### src/rtl/spm_pkg.sv
// -----------------------------------------------------------------------------
// spm_pkg
// Shared definitions for the serial-parallel multiplier controller:
//   - spm_state_t : controller FSM states
//   - SPM_CNT_W   : width of the SHIFT-phase cycle counter
//   - default WIDTH / P_LAT values used by spm_ctrl
// -----------------------------------------------------------------------------
package spm_pkg;

    typedef enum logic [1:0] {
        ST_IDLE  = 2'd0,
        ST_CLEAR = 2'd1,
        ST_SHIFT = 2'd2,
        ST_DONE  = 2'd3
    } spm_state_t;

    localparam int SPM_WIDTH_DEFAULT = 32;
    localparam int SPM_P_LAT_DEFAULT = 1;

    // The counter walks k = 0 .. 2*width+p_lat-1 during SHIFT.
    function automatic int SPM_CNT_W(input int width, input int p_lat);
        return $clog2(2 * width + p_lat);
    endfunction

endpackage

### src/rtl/spm_shreg.sv
// -----------------------------------------------------------------------------
// spm_shreg
// Right-shifting register with parallel load and serial input at the MSB.
// Serial output is q[0]; parallel output is the whole register.
// Load has priority over shift.
//   clk       : clock, rising edge
//   rst       : asynchronous active-low reset (clears to zero)
//   load      : load load_data
//   shift_en  : shift right by one, ser_in enters at the MSB
//   load_data : parallel load value
//   ser_in    : serial input bit
//   q         : register contents
// -----------------------------------------------------------------------------
module spm_shreg #(
    parameter int W = 8
) (
    input  logic         clk,
    input  logic         rst,
    input  logic         load,
    input  logic         shift_en,
    input  logic [W-1:0] load_data,
    input  logic         ser_in,
    output logic [W-1:0] q
);

    logic [W-1:0] q_reg;
    logic [W-1:0] shift_src;
    logic [W-1:0] q_next;

    // Source of each bit on a shift: its upper neighbour, or ser_in at the top.
    assign shift_src[W-1] = ser_in;

    generate
        for (genvar gi = 0; gi < W - 1; gi++) begin : g_src
            assign shift_src[gi] = q_reg[gi + 1];
        end

        for (genvar gi = 0; gi < W; gi++) begin : g_bit
            assign q_next[gi] = load     ? load_data[gi] :
                                shift_en ? shift_src[gi] :
                                           q_reg[gi];
        end
    endgenerate

    always_ff @(posedge clk or negedge rst) begin
        if (!rst) begin
            q_reg <= '0;
        end else begin
            q_reg <= q_next;
        end
    end

    assign q = q_reg;

endmodule

### src/rtl/spm_ctrl.sv
// -----------------------------------------------------------------------------
// spm_ctrl
// Sequencing controller for one serial-parallel multiplier (spm) instance.
// Accepts x/y over a valid/ready request, clears the spm array for one cycle,
// streams the sign/zero-extended y LSB-first for 2*WIDTH cycles (plus P_LAT
// flush cycles), collects the serial product and presents the 2*WIDTH-bit
// result on a valid/ready response.
//   clk, rst              : clock, asynchronous active-low reset
//   req_valid/ready/x/y   : request handshake and operands
//   abort                 : cancel an operation in CLEAR or SHIFT
//   rsp_valid/ready/p     : response handshake and product
//   busy                  : high in CLEAR or SHIFT
//   spm_clr_n/x/y         : drive to the spm array
//   spm_p                 : serial product from the spm array
// -----------------------------------------------------------------------------
module spm_ctrl
    import spm_pkg::*;
#(
    parameter int WIDTH  = SPM_WIDTH_DEFAULT,
    parameter int SIGNED = 1,
    parameter int P_LAT  = SPM_P_LAT_DEFAULT
) (
    input  logic               clk,
    input  logic               rst,
    input  logic               req_valid,
    output logic               req_ready,
    input  logic [WIDTH-1:0]   req_x,
    input  logic [WIDTH-1:0]   req_y,
    input  logic               abort,
    output logic               rsp_valid,
    input  logic               rsp_ready,
    output logic [2*WIDTH-1:0] rsp_p,
    output logic               busy,
    output logic               spm_clr_n,
    output logic [WIDTH-1:0]   spm_x,
    output logic               spm_y,
    input  logic               spm_p
);

    localparam int PW    = 2 * WIDTH;
    localparam int CNT_W = SPM_CNT_W(WIDTH, P_LAT);
    localparam logic [CNT_W-1:0] CNT_LAST   = CNT_W'(PW + P_LAT - 1);
    localparam logic [CNT_W-1:0] CNT_PFIRST = CNT_W'(P_LAT);

    spm_state_t       state_reg;
    spm_state_t       state_next;
    logic [CNT_W-1:0] cnt_reg;
    logic [WIDTH-1:0] spm_x_reg;
    logic             spm_y_reg;
    logic             spm_clr_n_reg;
    logic             busy_reg;
    logic             rsp_valid_reg;
    logic [PW-1:0]    rsp_p_reg;

    logic [PW-1:0]    y_ext;
    logic [PW-1:0]    y_q;
    logic [PW-2:0]    p_q;
    logic             y_q_unused;

    logic accept;
    logic in_op;
    logic last_shift;
    logic p_capture;

    generate
        if (SIGNED != 0) begin : g_sext
            assign y_ext = {{WIDTH{req_y[WIDTH-1]}}, req_y};
        end else begin : g_zext
            assign y_ext = {{WIDTH{1'b0}}, req_y};
        end
    endgenerate

    assign accept     = (state_reg == ST_IDLE) && req_valid;
    assign in_op      = (state_reg == ST_CLEAR) || (state_reg == ST_SHIFT);
    assign last_shift = (state_reg == ST_SHIFT) && (cnt_reg == CNT_LAST);
    // Product bit k-P_LAT arrives while the counter reads k.
    assign p_capture  = (state_reg == ST_SHIFT) && (cnt_reg >= CNT_PFIRST) && !abort;

    always_comb begin
        state_next = state_reg;
        case (state_reg)
            ST_IDLE:  if (req_valid) state_next = ST_CLEAR;
            ST_CLEAR: state_next = abort ? ST_IDLE : ST_SHIFT;
            ST_SHIFT: begin
                if (abort)           state_next = ST_IDLE;
                else if (last_shift) state_next = ST_DONE;
            end
            ST_DONE:  if (rsp_ready) state_next = ST_IDLE;
            default:  state_next = ST_IDLE;
        endcase
    end

    // y serializer: loaded at accept, shifts once per CLEAR/SHIFT cycle so that
    // its LSB is always the bit spm_y must show in the following cycle. Zeros
    // shift in from the top, so spm_y falls to 0 once 2*WIDTH bits are out.
    spm_shreg #(.W(PW)) u_y_ser (
        .clk       (clk),
        .rst       (rst),
        .load      (accept),
        .shift_en  (in_op),
        .load_data (y_ext),
        .ser_in    (1'b0),
        .q         (y_q)
    );

    // Only the LSB of the serializer is consumed.
    assign y_q_unused = ^y_q[PW-1:1];

    // p deserializer holds the low 2*WIDTH-1 product bits; the final MSB comes
    // straight from spm_p when the result register is loaded. Keeping a
    // separate result register leaves rsp_p untouched by an aborted run.
    spm_shreg #(.W(PW - 1)) u_p_deser (
        .clk       (clk),
        .rst       (rst),
        .load      (1'b0),
        .shift_en  (p_capture),
        .load_data ('0),
        .ser_in    (spm_p),
        .q         (p_q)
    );

    always_ff @(posedge clk or negedge rst) begin
        if (!rst) begin
            state_reg     <= ST_IDLE;
            cnt_reg       <= '0;
            spm_x_reg     <= '0;
            spm_y_reg     <= 1'b0;
            spm_clr_n_reg <= 1'b1;
            busy_reg      <= 1'b0;
            rsp_valid_reg <= 1'b0;
            rsp_p_reg     <= '0;
        end else begin
            state_reg <= state_next;

            if (accept) begin
                spm_x_reg <= req_x;
                cnt_reg   <= '0;
            end else if ((state_reg == ST_SHIFT) && !abort && !last_shift) begin
                cnt_reg <= cnt_reg + 1'b1;
            end

            // Registered outputs are decoded from the next state so they line
            // up with the state they describe.
            spm_clr_n_reg <= (state_next != ST_CLEAR);
            busy_reg      <= (state_next == ST_CLEAR) || (state_next == ST_SHIFT);
            rsp_valid_reg <= (state_next == ST_DONE);
            spm_y_reg     <= (state_next == ST_SHIFT) ? y_q[0] : 1'b0;

            if (last_shift && !abort) begin
                rsp_p_reg <= {spm_p, p_q};
            end
        end
    end

    assign req_ready = (state_reg == ST_IDLE);
    assign rsp_valid = rsp_valid_reg;
    assign rsp_p     = rsp_p_reg;
    assign busy      = busy_reg;
    assign spm_clr_n = spm_clr_n_reg;
    assign spm_x     = spm_x_reg;
    assign spm_y     = spm_y_reg;

endmodule

### config.mk
export PLATFORM = sky130hd
export DESIGN_NAME = spm_ctrl
export DESIGN_NICKNAME = d
export VERILOG_FILES = /design/src/rtl/spm_pkg.sv /design/src/rtl/spm_shreg.sv /design/src/rtl/spm_ctrl.sv
export SDC_FILE = /design/constraint.sdc
export NUM_CORES = 1
export LEC_CHECK = 0
export ABC_AREA = 1
export CORE_ASPECT_RATIO = 1.2
export CORE_UTILIZATION = 40
export CTS_CLUSTER_DIAMETER = 80
export DETAILED_ROUTE_END_ITERATION = 12
export GPL_TIMING_DRIVEN = 1
export PLACE_DENSITY = 0.66
export SETUP_SLACK_MARGIN = 0.4
export SYNTH_ARGS = -nofsm -noshare
export SYNTH_HDL_FRONTEND = slang
export SYNTH_SLANG_ARGS = --single-unit
export TNS_END_PERCENT = 100
### constraint.sdc
create_clock -name clk -period 1.69 [get_ports clk]
set_clock_uncertainty 0.05 [all_clocks]
set_input_delay 0.169 -clock clk [delete_from_list [all_inputs] [get_ports clk]]
set_output_delay 0.169 -clock clk [all_outputs]
set_load 0.02 [all_outputs]
Word-level counts from Yosys, hierarchy flattened
Index checks and enable logic that the tools add are counted.
{"block": "totals", "reg_bits": 236, "inputBits": 70, "output_inout_bits": 101, "word_cells": 171}
{"block": "op_classes", "add_sub_neg": 1, "order_cmp": 1, "eq_ne": 8, "n_mux": 137, "reduce_logical": 14}
{"operator": "1-bit 2-to-1 mux", "n": 129}
{"operator": "7-bit 2-to-1 mux", "n": 2}
{"operator": "2-bit 2-to-1 mux", "n": 5}
{"operator": "2-bit equality test (second input constant)", "n": 4}
{"operator": "2-bit one-hot mux with 4 select lines", "n": 1}
{"operator": "7-bit by 1-bit adder with 7-bit output (second input constant)", "n": 1}
{"operator": "7-bit equality test (second input constant)", "n": 1}
{"operator": "7-bit by 1-bit greater-or-equal comparator with 1-bit output (second input constant)", "n": 1}
{"operator": "1-bit logical AND", "n": 7}
{"operator": "2-bit by 1-bit equality test with 1-bit output (second input constant)", "n": 2}
{"operator": "2-bit nonzero test", "n": 2}
{"operator": "1-bit zero test", "n": 2}
{"operator": "2-bit zero test", "n": 1}
{"operator": "1-bit logical OR", "n": 2}
{"operator": "2-bit by 1-bit != test with 1-bit output (second input constant)", "n": 1}

Logic depth before layout (Yosys ltp)
Gate-level depths: netlist of run 1.
{"block": "depth", "ltp_word": 7, "ltp_mapped": 11, "ltp_nobuf": 11}

Modules after synthesis
From an unflattened synthesis of run 1, not the netlist that was laid out.
{"block": "unflattened", "cells_unflattened": 1209, "hier_area_um2": 10582.6}
{"module": "spm_ctrl", "n_inst": 1, "cells_per_inst": 512, "area_per_inst_um2": 4800.9, "seq_area_each_um2": 2728.9}
{"module": "spm_shreg (u_y_ser)", "n_inst": 1, "cells_per_inst": 351, "area_per_inst_um2": 2896.5, "seq_area_each_um2": 1601.5}
{"module": "spm_shreg (u_p_deser)", "n_inst": 1, "cells_per_inst": 346, "area_per_inst_um2": 2885.3, "seq_area_each_um2": 1576.5}

Worst setup path before layout of run 1
Ideal clock, no wire load.
{"block": "synth_timing", "path_kind": "reg2reg", "from": "register state_reg[0]", "to": "register busy_reg (netlist: busy)", "setup_ns": 0.113, "arrival_time_ns": 1.717, "required_ns": 1.527, "slack_ns": -0.189, "stages_incl_launch_ff": 11, "path_buffers": 1, "synth_period_minus_slack_ns": 1.879, "path_cell_list": "dfrtp_1 -> inv_1 -> ha_1 -> nand2_1 -> inv_1 -> nand4_2 -> buf_2 -> a21oi_1 -> inv_1 -> ha_1 -> inv_1"}
{"block": "synth_via", "elab_chain_len": 7, "word_cells_on_any_way": 13, "classes_between": "eq/ne (5); mux (5); reduce/logical (3)"}
{"item": "start, declared", "line": "spm_ctrl.sv:45", "source": "spm_state_t state_reg;"}
{"item": "start signal, assigned", "line": "spm_ctrl.sv:133", "source": "state_reg <= state_next;"}
{"item": "2-bit equality test", "line": "spm_ctrl.sv:75, spm_ctrl.sv:81"}
{"item": "1-bit logical AND", "line": "spm_ctrl.sv:75", "source": "assign last_shift = (state_reg == ST_SHIFT) && (cnt_reg == CNT_LAST);"}
{"item": "2-bit 2-to-1 mux", "line": "spm_ctrl.sv:86", "source": "else if (last_shift) state_next = ST_DONE;"}
{"item": "2-bit 2-to-1 mux", "line": "spm_ctrl.sv:85", "source": "if (abort) state_next = ST_IDLE;"}
{"item": "2-bit one-hot mux with 4 select lines *", "line": "spm_ctrl.sv:81", "source": "case (state_reg)"}
{"item": "named net state_next[0]", "line": "spm_ctrl.sv:46", "source": "spm_state_t state_next;"}
{"item": "2-bit by 1-bit equality test with 1-bit output or 2-bit equality test (tied branches)", "line": "spm_ctrl.sv:145", "source": "busy_reg <= (state_next == ST_CLEAR) || (state_next == ST_SHIFT);"}
{"item": "1-bit logical OR *", "line": "spm_ctrl.sv:145"}
{"item": "end signal, assigned", "line": "spm_ctrl.sv:145"}
{"item": "end, declared", "line": "spm_ctrl.sv:51", "source": "logic busy_reg;"}
The timed path passes the listed nets; every way through them passes the cells marked *.
A chain may end at the register's enable or synchronous reset.

Final worst setup path of run 1
{"block": "layout_timing", "from": "register state_reg[1]", "to": "register u_y_ser.q_reg[62] (netlist: u_y_ser.q[62])"}
{"block": "layout_via", "elab_chain_len": 3, "word_cells_on_any_way": 7, "classes_between": "eq/ne (2); mux (1); reduce/logical (4)"}
{"item": "2-bit by 1-bit equality test with 1-bit output (tied with other cells)", "line": "spm_ctrl.sv:74", "source": "assign in_op = (state_reg == ST_CLEAR) || (state_reg == ST_SHIFT);"}
{"item": "1-bit logical OR or 1-bit logical AND (tied branches)", "line": "spm_ctrl.sv:74, spm_ctrl.sv:73"}
{"item": "2-bit nonzero test (no line) or 1-bit 2-to-1 mux (tied branches)"}
{"item": "end signal, assigned", "line": "spm_shreg.sv:49", "source": "q_reg <= q_next;"}
{"item": "end, declared", "line": "spm_shreg.sv:26", "source": "logic [W-1:0] q_reg;"}
Several ways; a longest one is shown, not always the timed one.

==> impl_metrics.ini, run 1 <==
[clocking]
cts.sinks = 236
clk-insertion-delay-late_ns = 0.52
path_clk_slew_ns = 0.06
cts_inserted_buffers = 25
cts.path.max_buffers = 3
clk_root_buffer_cell = sky130_fd_sc_hd__clkbuf_16
cts-htree-levels = 1
tritoncts_clock_tree = yes

[setup_path]
cp_max_fanout = 8
worstSetupEndpointType = register
critical_path_start_type = register
critPathKind = register to register
arrival_ns = 2.06
critical_path_required_ns = 2.04
worst-r2r-cell-count = 8

[logic_synthesis]
yosysUniqueCellTypes = 29
synth_fp_nets = 1109
postSynthRegisterBits = 236
synth_top_cells_by_area = sky130_fd_sc_hd__dfrtp_1 61%, sky130_fd_sc_hd__nand2_1 9.9%, sky130_fd_sc_hd__o21ai_0 8.2%
synth_area_leader_cell = sky130_fd_sc_hd__dfrtp_1
syn_avg_cell_area_um2 = 9.34
synth_largest_type_area_fraction = 0.612
synth.cell_area_um2 = 9610
yosysWarningCount = 0
postSynthCellCount = 1029
seq_area_frac_synth = 0.614

[floorplan]
core.rowCount = 61
top_level_ports = 171
die_area_um2 = 24700
core_um2 = 23400
die_width_um = 144
start_util = 0.412
floorplan.die.height_um = 172

[routing]
drt_iter0_drc = 394
postRouteWirelength_um = 27400
antenna_violating_nets_post_route = 0
detail_route.wl_per_cell_um = 16.8
vias_per_cell = 4.99
first_pass_iters = 5
num_vias = 8165
drcViolationCount = 0

[layout]
areaGrowthSynthToFinish_pct = 61.0
multiInputGateArea_um2 = 4110
finalNetCount = 1384
ff_latch_area_um2 = 5910
final_layout_size_suffix_gt1_frac = 0.429
filler_cell_count = 1790
final_util = 0.663
final_cell_mix = 234 x sky130_fd_sc_hd__dfrtp_1, 147 x sky130_fd_sc_hd__nand2_1, 101 x sky130_fd_sc_hd__inv_1, 101 x sky130_fd_sc_hd__o21ai_1, 97 x sky130_fd_sc_hd__o21ai_2
most_common_cell_after_layout_fill_and_taps_aside = sky130_fd_sc_hd__dfrtp_1
antennaDiodeCount = 0

[timing]
rsz0062_at_grt = true
post-route-period-util = 1.01
final_max_slew_viol_count = 0
final_hold_viol_count = 0
slew_headroom = 0.582
fmax_ghz = 0.585
final_period_minus_worst_setup_slack_ns = 1.71
final_critical_path_setup_slack_ns = -0.0192
setup_viol = 6
tightest_slew_ns = 0.625

[pwr]
static_leak_nw = 7.10
powerDensity_nw_per_um2 = 1660
vdd_drop_max_mv = 1.03

[global_routing]
via_count_of_the_first_global_routing_pass = 7297
grt_start_max_net_pins = 56
global_route_wire_length_before_repair_um = 35200
initial_antenna_violation_count = 0
grt_remaining_overflow = 0
gr-usage-all-layers = 0.175

[run_status]
violations = setup timing
outcome = finished with violations

[flow_run]
cap_violations = 0

[placement]
hpwlAfterDp_um = 13300
preCtsSetupSlack_ns = -0.0697
portBuffers = 170
gp_routability_congestion = 0.746

[min_path]
hold_class = primary input to asynchronous set/reset pin
-- what timing repair did --
action	4_1_cts	5_1_grt
cloned	2	52
setup buffers	24	15
hold buffers	1	0
resized for setup	573	445
hold endpoints to repair	236	0
pin swaps	4	37
setup endpoints to repair	337	332
-- cells in the mapped netlist, drive strengths merged --
cell,instances
nand2,261
o21ai,244
dfrtp,235
inv,112
nor2,45
a21oi,37
buf,37
clkbuf,24
nand3,11
ha,10
nand4,4
xor2,3
a31oi,1
dfstp,1
mux2,1
nor3,1
o211ai,1
o21bai,1
-- metal layers --
layer,wire [um],part of all wire,track usage,vias up
met5,0,0,0,-
li1,-,-,-,3859
met4,524,0.019,0.0444,0
met2,14600,0.53,0.292,216
met3,1230,0.045,0.0331,46
met1,11100,0.40,0.234,4044
-- final cells by class --
| cell class | instances | area share |
|---|---|---|
| clock buffers | 38 | 0.0475 |
| clock inverters | 7 | 0.00574 |
| inverters | 112 | 0.0288 |
| multi-input cells | 623 | 0.266 |
| flip-flops and latches | 236 | 0.382 |
| well taps | 315 | 0.0255 |
| repair buffers | 306 | 0.245 |
-- logic make-up (layout without fill, tap and decap cells) --
kind of cell               after synthesis  count (layout)  synth area share
AOI/OAI and AO/OA                      284             284             0.157
DFF                                    236             236             0.614
xor gates and xnor gates                 3               3           0.00273
muxes                                    1               1           0.00117
and+or+nand+nor                        322             325             0.133
buffers and inverters                  173             463            0.0786
adders and majority gates               10              10            0.0130
-- path summary, 6_finish.rpt --
check | from | endpoint | slack [ns]
min reg2reg | u_p_deser.q[8] | u_p_deser.q[8] | 0.43
max in group asynchronous | rst | spm_x[17] | 0.90
min in group clk | req_x[6] | spm_x[6] | 0.13
min | rst | u_p_deser.q[25] | 0.12
max reg2reg | state_reg[1] | u_y_ser.q[62] | -0.02
max | state_reg[1] | u_y_ser.q[62] | -0.02
-- power by group --
| group | total, mW | switching [mW] | leakage (nW) | internal [mW] |
|---|---|---|---|---|
| logic | 12.3 | 6.43 | 3.60 | 5.85 |
| clock network | 5.48 | 2.19 | 0.408 | 3.29 |
| registers | 7.96 | 0.899 | 3.09 | 7.06 |
| total | 25.7 | 9.52 | 7.10 | 16.2 |
-- critical path: stages, from the launching register on --
cell	delay (ns)
sky130_fd_sc_hd__dfrtp_2	0.41
sky130_fd_sc_hd__inv_2	0.07
sky130_fd_sc_hd__ha_4	0.19
sky130_fd_sc_hd__buf_12	0.13
sky130_fd_sc_hd__nand2_8	0.15
sky130_fd_sc_hd__clkinv_8	0.13
sky130_fd_sc_hd__nand2_8	0.12
sky130_fd_sc_hd__o21ai_2	0.07
sky130_fd_sc_hd__mux2_4	0.26
-- through the flow --
step	hold slack, ns	power [mW]	cell area (um2)	instances	setup TNS [ns]
after CTS	0.110	21.1	13100	1570	0
final	0.118	25.7	15500	1637	-0.0425
after global routing	0.131	27.1	15500	1637	-3.52
after floorplan	-0.177	12.1	9680	1029	0
after global placement	0.0675	14.6	12000	1498	-0.515
after detailed placement	0.0640	14.8	12000	1498	-1.28
Note: power is estimated with default switching activity, not from simulation.
==> run 2, diff against run 1 <==
--- a/config.mk
+++ b/config.mk
@@ -6,7 +6,7 @@
 export NUM_CORES = 1
 export LEC_CHECK = 0
 export ABC_AREA = 1
-export CORE_ASPECT_RATIO = 1.2
+export CORE_ASPECT_RATIO = 0.7
 export CORE_UTILIZATION = 40
 export CTS_CLUSTER_DIAMETER = 80
 export DETAILED_ROUTE_END_ITERATION = 12
==> run 2 against run 1 <==
Net effect:
- the flow still finishes with violations (setup timing)
- flip-flop and latch count unchanged
- sequential power rose by 3.3%
- clock-buffer cell count shrank 3
- power grew 22%
- first-iteration DRC count is 1.0% higher
- utilization is 6.8 points higher
- critical path type is now register to primary output
- largest power group unchanged
==> impl_metrics.ini, run 2 (synthesized netlist as in run 1, its figures left out) <==
[run_status]
outcome = finished with violations
violations = setup timing

[flow_run]
cap_violations = 0

[timing]
post-route-period-util = 1.03
final_max_slew_viol_count = 0
fmax_ghz = 0.575
final_hold_viol_count = 0
final_period_minus_worst_setup_slack_ns = 1.74
final_critical_path_setup_slack_ns = -0.0485
slew_headroom = 0.621
tightest_slew_ns = 0.567
finalHoldWorstSlack_ns = 0.0990
setup_viol = 81
rsz0062_at_grt = true

[placement]
hpwlAfterDp_um = 13700
portBuffers = 170
gp_routability_congestion = 0.769
preCtsSetupSlack_ns = -0.120
placed_area_um2 = 12000

[layout]
most_common_cell_after_layout_fill_and_taps_aside = sky130_fd_sc_hd__dfrtp_1
areaGrowthSynthToFinish_pct = 79.3
antennaDiodeCount = 0
final_util = 0.731
final_layout_size_suffix_gt1_frac = 0.535
final_cell_mix = 235 x sky130_fd_sc_hd__dfrtp_1, 122 x sky130_fd_sc_hd__o21ai_2, 111 x sky130_fd_sc_hd__nand2_1
finalNetCount = 1424
fin_area_um2 = 17200

[pwr]
vdd_drop_max_mv = 1.09
static_leak_nw = 7.73
powerDensity_nw_per_um2 = 1820

[routing]
antenna_violating_nets_post_route = 0
first_pass_iters = 4
drcViolationCount = 0
vias_per_cell = 5.08
detail_route.wl_per_cell_um = 19.1
num_vias = 8536
drt_iter0_drc = 398
postRouteWirelength_um = 32100

[floorplan]
start_util = 0.408
core_um2 = 23600
core.rowCount = 47
top_level_ports = 171
die_width_um = 187
floorplan.die.height_um = 132
die_area_um2 = 24700

[clocking]
cts-htree-levels = 1
cts.sinks = 236
clk-insertion-delay-late_ns = 0.52
path_clk_slew_ns = 0.07
tritoncts_clock_tree = yes
cts_inserted_buffers = 24
cts.path.max_buffers = 3
clk_root_buffer_cell = sky130_fd_sc_hd__clkbuf_16

[setup_path]
critical_path_required_ns = 1.47
critical_path.reg2reg.endpoint = spm_x[29]
critical_path_start_type = register
rr_startpoint = state_reg[0]
arrival_ns = 1.52
path_delay_family = flip-flops
critical_path.n_buffers_inverters = 3
cp_max_fanout = 4
worst_path_max_delay_cell = sky130_fd_sc_hd__dfrtp_1
worst-r2r-cell-count = 10
critPathKind = register to primary output
ff2ff_setup_slack_ns = -0.04
slowest_delay_ns = 0.42
cp_cell_sequence = inv_2, ha_4, buf_12, buf_8
worstSetupEndpointType = primary output

[global_routing]
grt_remaining_overflow = 0
global_route_wire_length_before_repair_um = 44700
via_count_of_the_first_global_routing_pass = 8313
grt_start_max_net_pins = 55
gr-usage-all-layers = 0.224
initial_antenna_violation_count = 0

[min_path]
hold_class = primary input to asynchronous set/reset pin
-- run 2: repair_timing --
| item | 4_1_cts | 5_1_grt |
|---|---|---|
| endpoints found under the hold margin | 236 | 0 |
| hold buffers | 1 | 0 |
| endpoints found under the setup margin | 337 | 335 |
| gates resized for setup | 833 | 470 |
| cloned | 34 | 22 |
| pin swaps | 9 | 50 |
| setup buffers | 54 | 19 |
-- run 2: worst max-delay path by stage --
stage          slack (ns)  depth (start not counted)            end    startpoint
2_1_floorplan        0.05                         10           busy    cnt_reg[0]
3_3_place_gp        -0.03                          6  u_y_ser.q[20]     req_valid
3_5_place_dp        -0.12                          6  u_y_ser.q[52]     req_valid
4_1_cts             0.006                          4      req_ready  state_reg[0]
5_1_grt             -0.12                          9      rsp_valid  state_reg[0]
6_report            -0.05                          4      req_ready  state_reg[0]
-- run 2: where the power goes --
| part | switching, mW | internal [mW] | total [mW] |
|---|---|---|---|
| registers | 1.17 | 7.05 | 8.22 |
| logic | 8.79 | 8.62 | 17.4 |
| clock network | 2.27 | 3.42 | 5.70 |
-- run 2: layer usage --
| layer | vias to the layer above | GRT usage | wire (um) |
|---|---|---|---|
| li1 | 3978 | - | - |
| met1 | 4281 | 0.317 | 14100 |
| met2 | 211 | 0.351 | 15700 |
| met3 | 66 | 0.0467 | 1350 |
| met4 | 0 | 0.0583 | 890 |
| met5 | - | 0 | 0 |
-- run 2: cell type report --
type | instances | area [um2]
Timing Repair Buffer | 349 | 4640
Fill cell | 1513 | 6350
Tap cell | 318 | 398
Clock inverter | 9 | 123
Multi-Input combinational cell | 621 | 4980
Sequential cell | 236 | 5910
Inverter | 112 | 458
Clock buffer | 35 | 723
-- run 2: through the flow --
| step | TNS, ns | instances | power, mW |
|---|---|---|---|
| after floorplan | 0 | 1029 | 12.1 |
| after global placement | -0.361 | 1506 | 14.7 |
| after detailed placement | -4.78 | 1506 | 14.9 |
| after CTS | 0 | 1639 | 26.5 |
| after global routing | -11.95 | 1680 | 32.7 |
| final | -1.66 | 1680 | 31.3 |
==> RTL edit (config.mk and constraints of run 2) <==
The 4 states of `spm_state_t` get a Gray code encoding in 2 bits.
--- a/src/rtl/spm_pkg.sv
+++ b/src/rtl/spm_pkg.sv
@@ -8,10 +8,10 @@
 package spm_pkg;
 
     typedef enum logic [1:0] {
-        ST_IDLE  = 2'd0,
-        ST_CLEAR = 2'd1,
-        ST_SHIFT = 2'd2,
-        ST_DONE  = 2'd3
+        ST_IDLE  = 2'b00,
+        ST_CLEAR = 2'b01,
+        ST_SHIFT = 2'b11,
+        ST_DONE  = 2'b10
     } spm_state_t;
 
     localparam int SPM_WIDTH_DEFAULT = 32;
Check against the original RTL: same outputs for any inputs over 10 cycles, from zero or initial values and one cycle with rst low; not proved beyond that.
==> RTL edit against run 2 <==
Sequential cell count is 1 lower; maximum frequency is 9.0% higher; critical path depth is 3 higher; area after synthesis grew 1.6%; setup slack better by 0.14 ns; count of clock-buffer cells in the layout stayed put; hold slack improved by 0.039 ns; wire length shrank 26%; critical endpoint is now u_p_deser.q[60]; critical path type is now flop to flop; cell count down 1.8%; final area is 23% lower; die area is 1.6% higher.
Power is not compared: it rests on default switching activity, and its combinational part moved more than twofold at a synthesized area within 25%.
==> RTL edit: results (changes against run 2) <==
** Clock network
- The cell sitting at the root of the clock tree is a clkbuf_16.
- Clock H-tree levels :: 1 (unchanged)
- The deepest clock path buffer count was 3 (unchanged).

** Route
- The average detailed-routed wire length per instance is 14.4 um (-24%).
- The via count of the routed design is 7924 (-7.2%).
- Drt first pass iters :: 5 (+1)
- Detailed router's first-iteration violation count :: 532 (+34%)

** Finish
- Layout Nets :: 1387 (-2.6%)
- The number of standard cells in the layout, taps in and fillers out is 1650 (-1.8%).
- Fill cells :: 2166 (+43%)
- Area of the multi-input gates :: 0.00346 mm^2 (-31%)
- Fraction of layout cells with a size suffix above 1 :: 19.6% (-34 points)
- Number of antenna repair diodes :: 0 (unchanged)

** Placed design
- The placed wire-length estimate after detailed placement is 14300 um (+3.7%).
- The count of placed standard cells including taps was 1574 (+4.5%).
- The total cell area at the placement stage came to 0.0120 mm^2 (-0.26%).
- The weighted congestion at the end of routability-driven global placement is 0.774 (+0.70%).
- Pre-CTS setup slack :: 0.0643 ns (+0.184 ns)

** Hold path
- The tightest min-delay check is of the primary input to asynchronous set/reset pin type.

** Synth
- By count the netlist is led by nand2_1, dfrtp_1, nand3_1.
- Cells taking the most area after synthesis :: dfrtp_1, nand2_1, nand3_1, o21ai_0, inv_1
- The count of distinct cell types in the synthesized netlist was 28 (-3.4%).
- Share of the yosys chip area belonging to registers :: 60.2% (-1.2 points)
- Syn nets :: 1187 (+7.0%)
- Async SR Flop Fraction :: 100% (unchanged)
- The average instance area after synthesis was 8.77 um^2 (-6.1%).

** Setup path
- Arrival time of data at the critical path endpoint :: 1.98 ns (+0.46 ns)
- The startpoint identified for the worst register-to-register timing path is cnt_reg[0].
- The biggest fanout along the worst timing path came to 10 (+6).
- The worst register-to-register path ends at u_p_deser.q[60].
- Register-to-Register Path Depth :: 7 (-3)
- STA classifies the critical path endpoint as a flop.

** GRT
- The global routing usage on met3 was 3.50% (-1.2 points).
- The pin count of the biggest net entering global routing was 55 (unchanged).
- Met2 Track Usage GR :: 27.1% (-8.0 points)
- GRT Util Overall :: 18.9% (-3.5 points)
- Number of antenna violations at the first check in global routing :: 0 (unchanged)
- The via count of the first global-routing pass was 7610 (-8.5%).
- The fraction of met1 tracks used by global routing came to 29.6% (-2.1 points).
- Wire length of the first global-routing pass :: 39400 um (-12%)

** STA
- PnR worst setup slack :: 0.0944 ns (+0.143 ns)
- The relative slew slack is 69.0% (+7.0 points).
- Worst Hold Margin :: 0.138 ns (+0.0391 ns)

** Run status
- Run status :: complete, no violations

** Power
- Leakage Power :: 7.15 nW
- Across the VDD grid, the largest voltage drop is 0.861 mV.
[RTL edit: repair_timing]
item,CTS,global route
endpoints found under the hold margin,234,0
hold buffers,1,0
cloned,2,6
resized for setup,496,54
buffers inserted,18,5
pin swaps,4,15
setup endpoints to repair,330,310
[RTL edit: cell type report]
type	count	area share (%)
clock inverter	9	1.31
tap	318	3.01
timing repair buffer	243	17.9
multi-input combinational	758	26.2
sequential	235	44.6
inverter	52	1.65
clock buffer	35	5.40
[RTL edit: routing by layer]
layer	vias up	wire length, um
met5	-	0
met4	0	339
met3	29	1350
met2	210	9980
met1	3760	12100
li1	3925	-
[RTL edit: logic make-up (layout without fill, tap and decap cells)]
kind of cell	Yosys count	in the layout	share of synthesized area, %
AOI/OAI and AO/OA	68	68	3.61
xor gates and xnor gates	3	3	0.269
adders and majority gates	3	3	0.384
buffers and inverters	121	339	6.24
DFF	235	235	60.2
and+or+nand+nor	684	684	29.3
[RTL edit: worst min-delay path by stage]
stage | startpoint | end | cells after the start
floorplan | rst | cnt_reg[0] | 0
global placement | rst | spm_x[11] | 1
detailed placement | rst | spm_x[11] | 1
CTS | req_x[23] | spm_x[23] | 3
global route | req_x[3] | spm_x[3] | 3
finish | rst | spm_x[10] | 2
[RTL edit: worst max-delay path, stage by stage (launching register included)]
cell	delay, ns
dfrtp_1	0.42
ha_1	0.23
nor2_2	0.15
nand4_4	0.21
nand2_8	0.19
clkbuf_16	0.17
nand2_1	0.05
nand2_1	0.06
[RTL edit: power groups by stage]
stage          Sequential [mW]  Combinational [mW]  Clock, mW
6_report                  7.51                4.95       5.90
5_1_grt                   7.65                5.51       6.25
4_1_cts                   7.50                4.59       6.04
3_5_place_dp              7.56                4.74          0
3_3_place_gp              7.55                4.66          0
2_1_floorplan             7.93                2.54          0
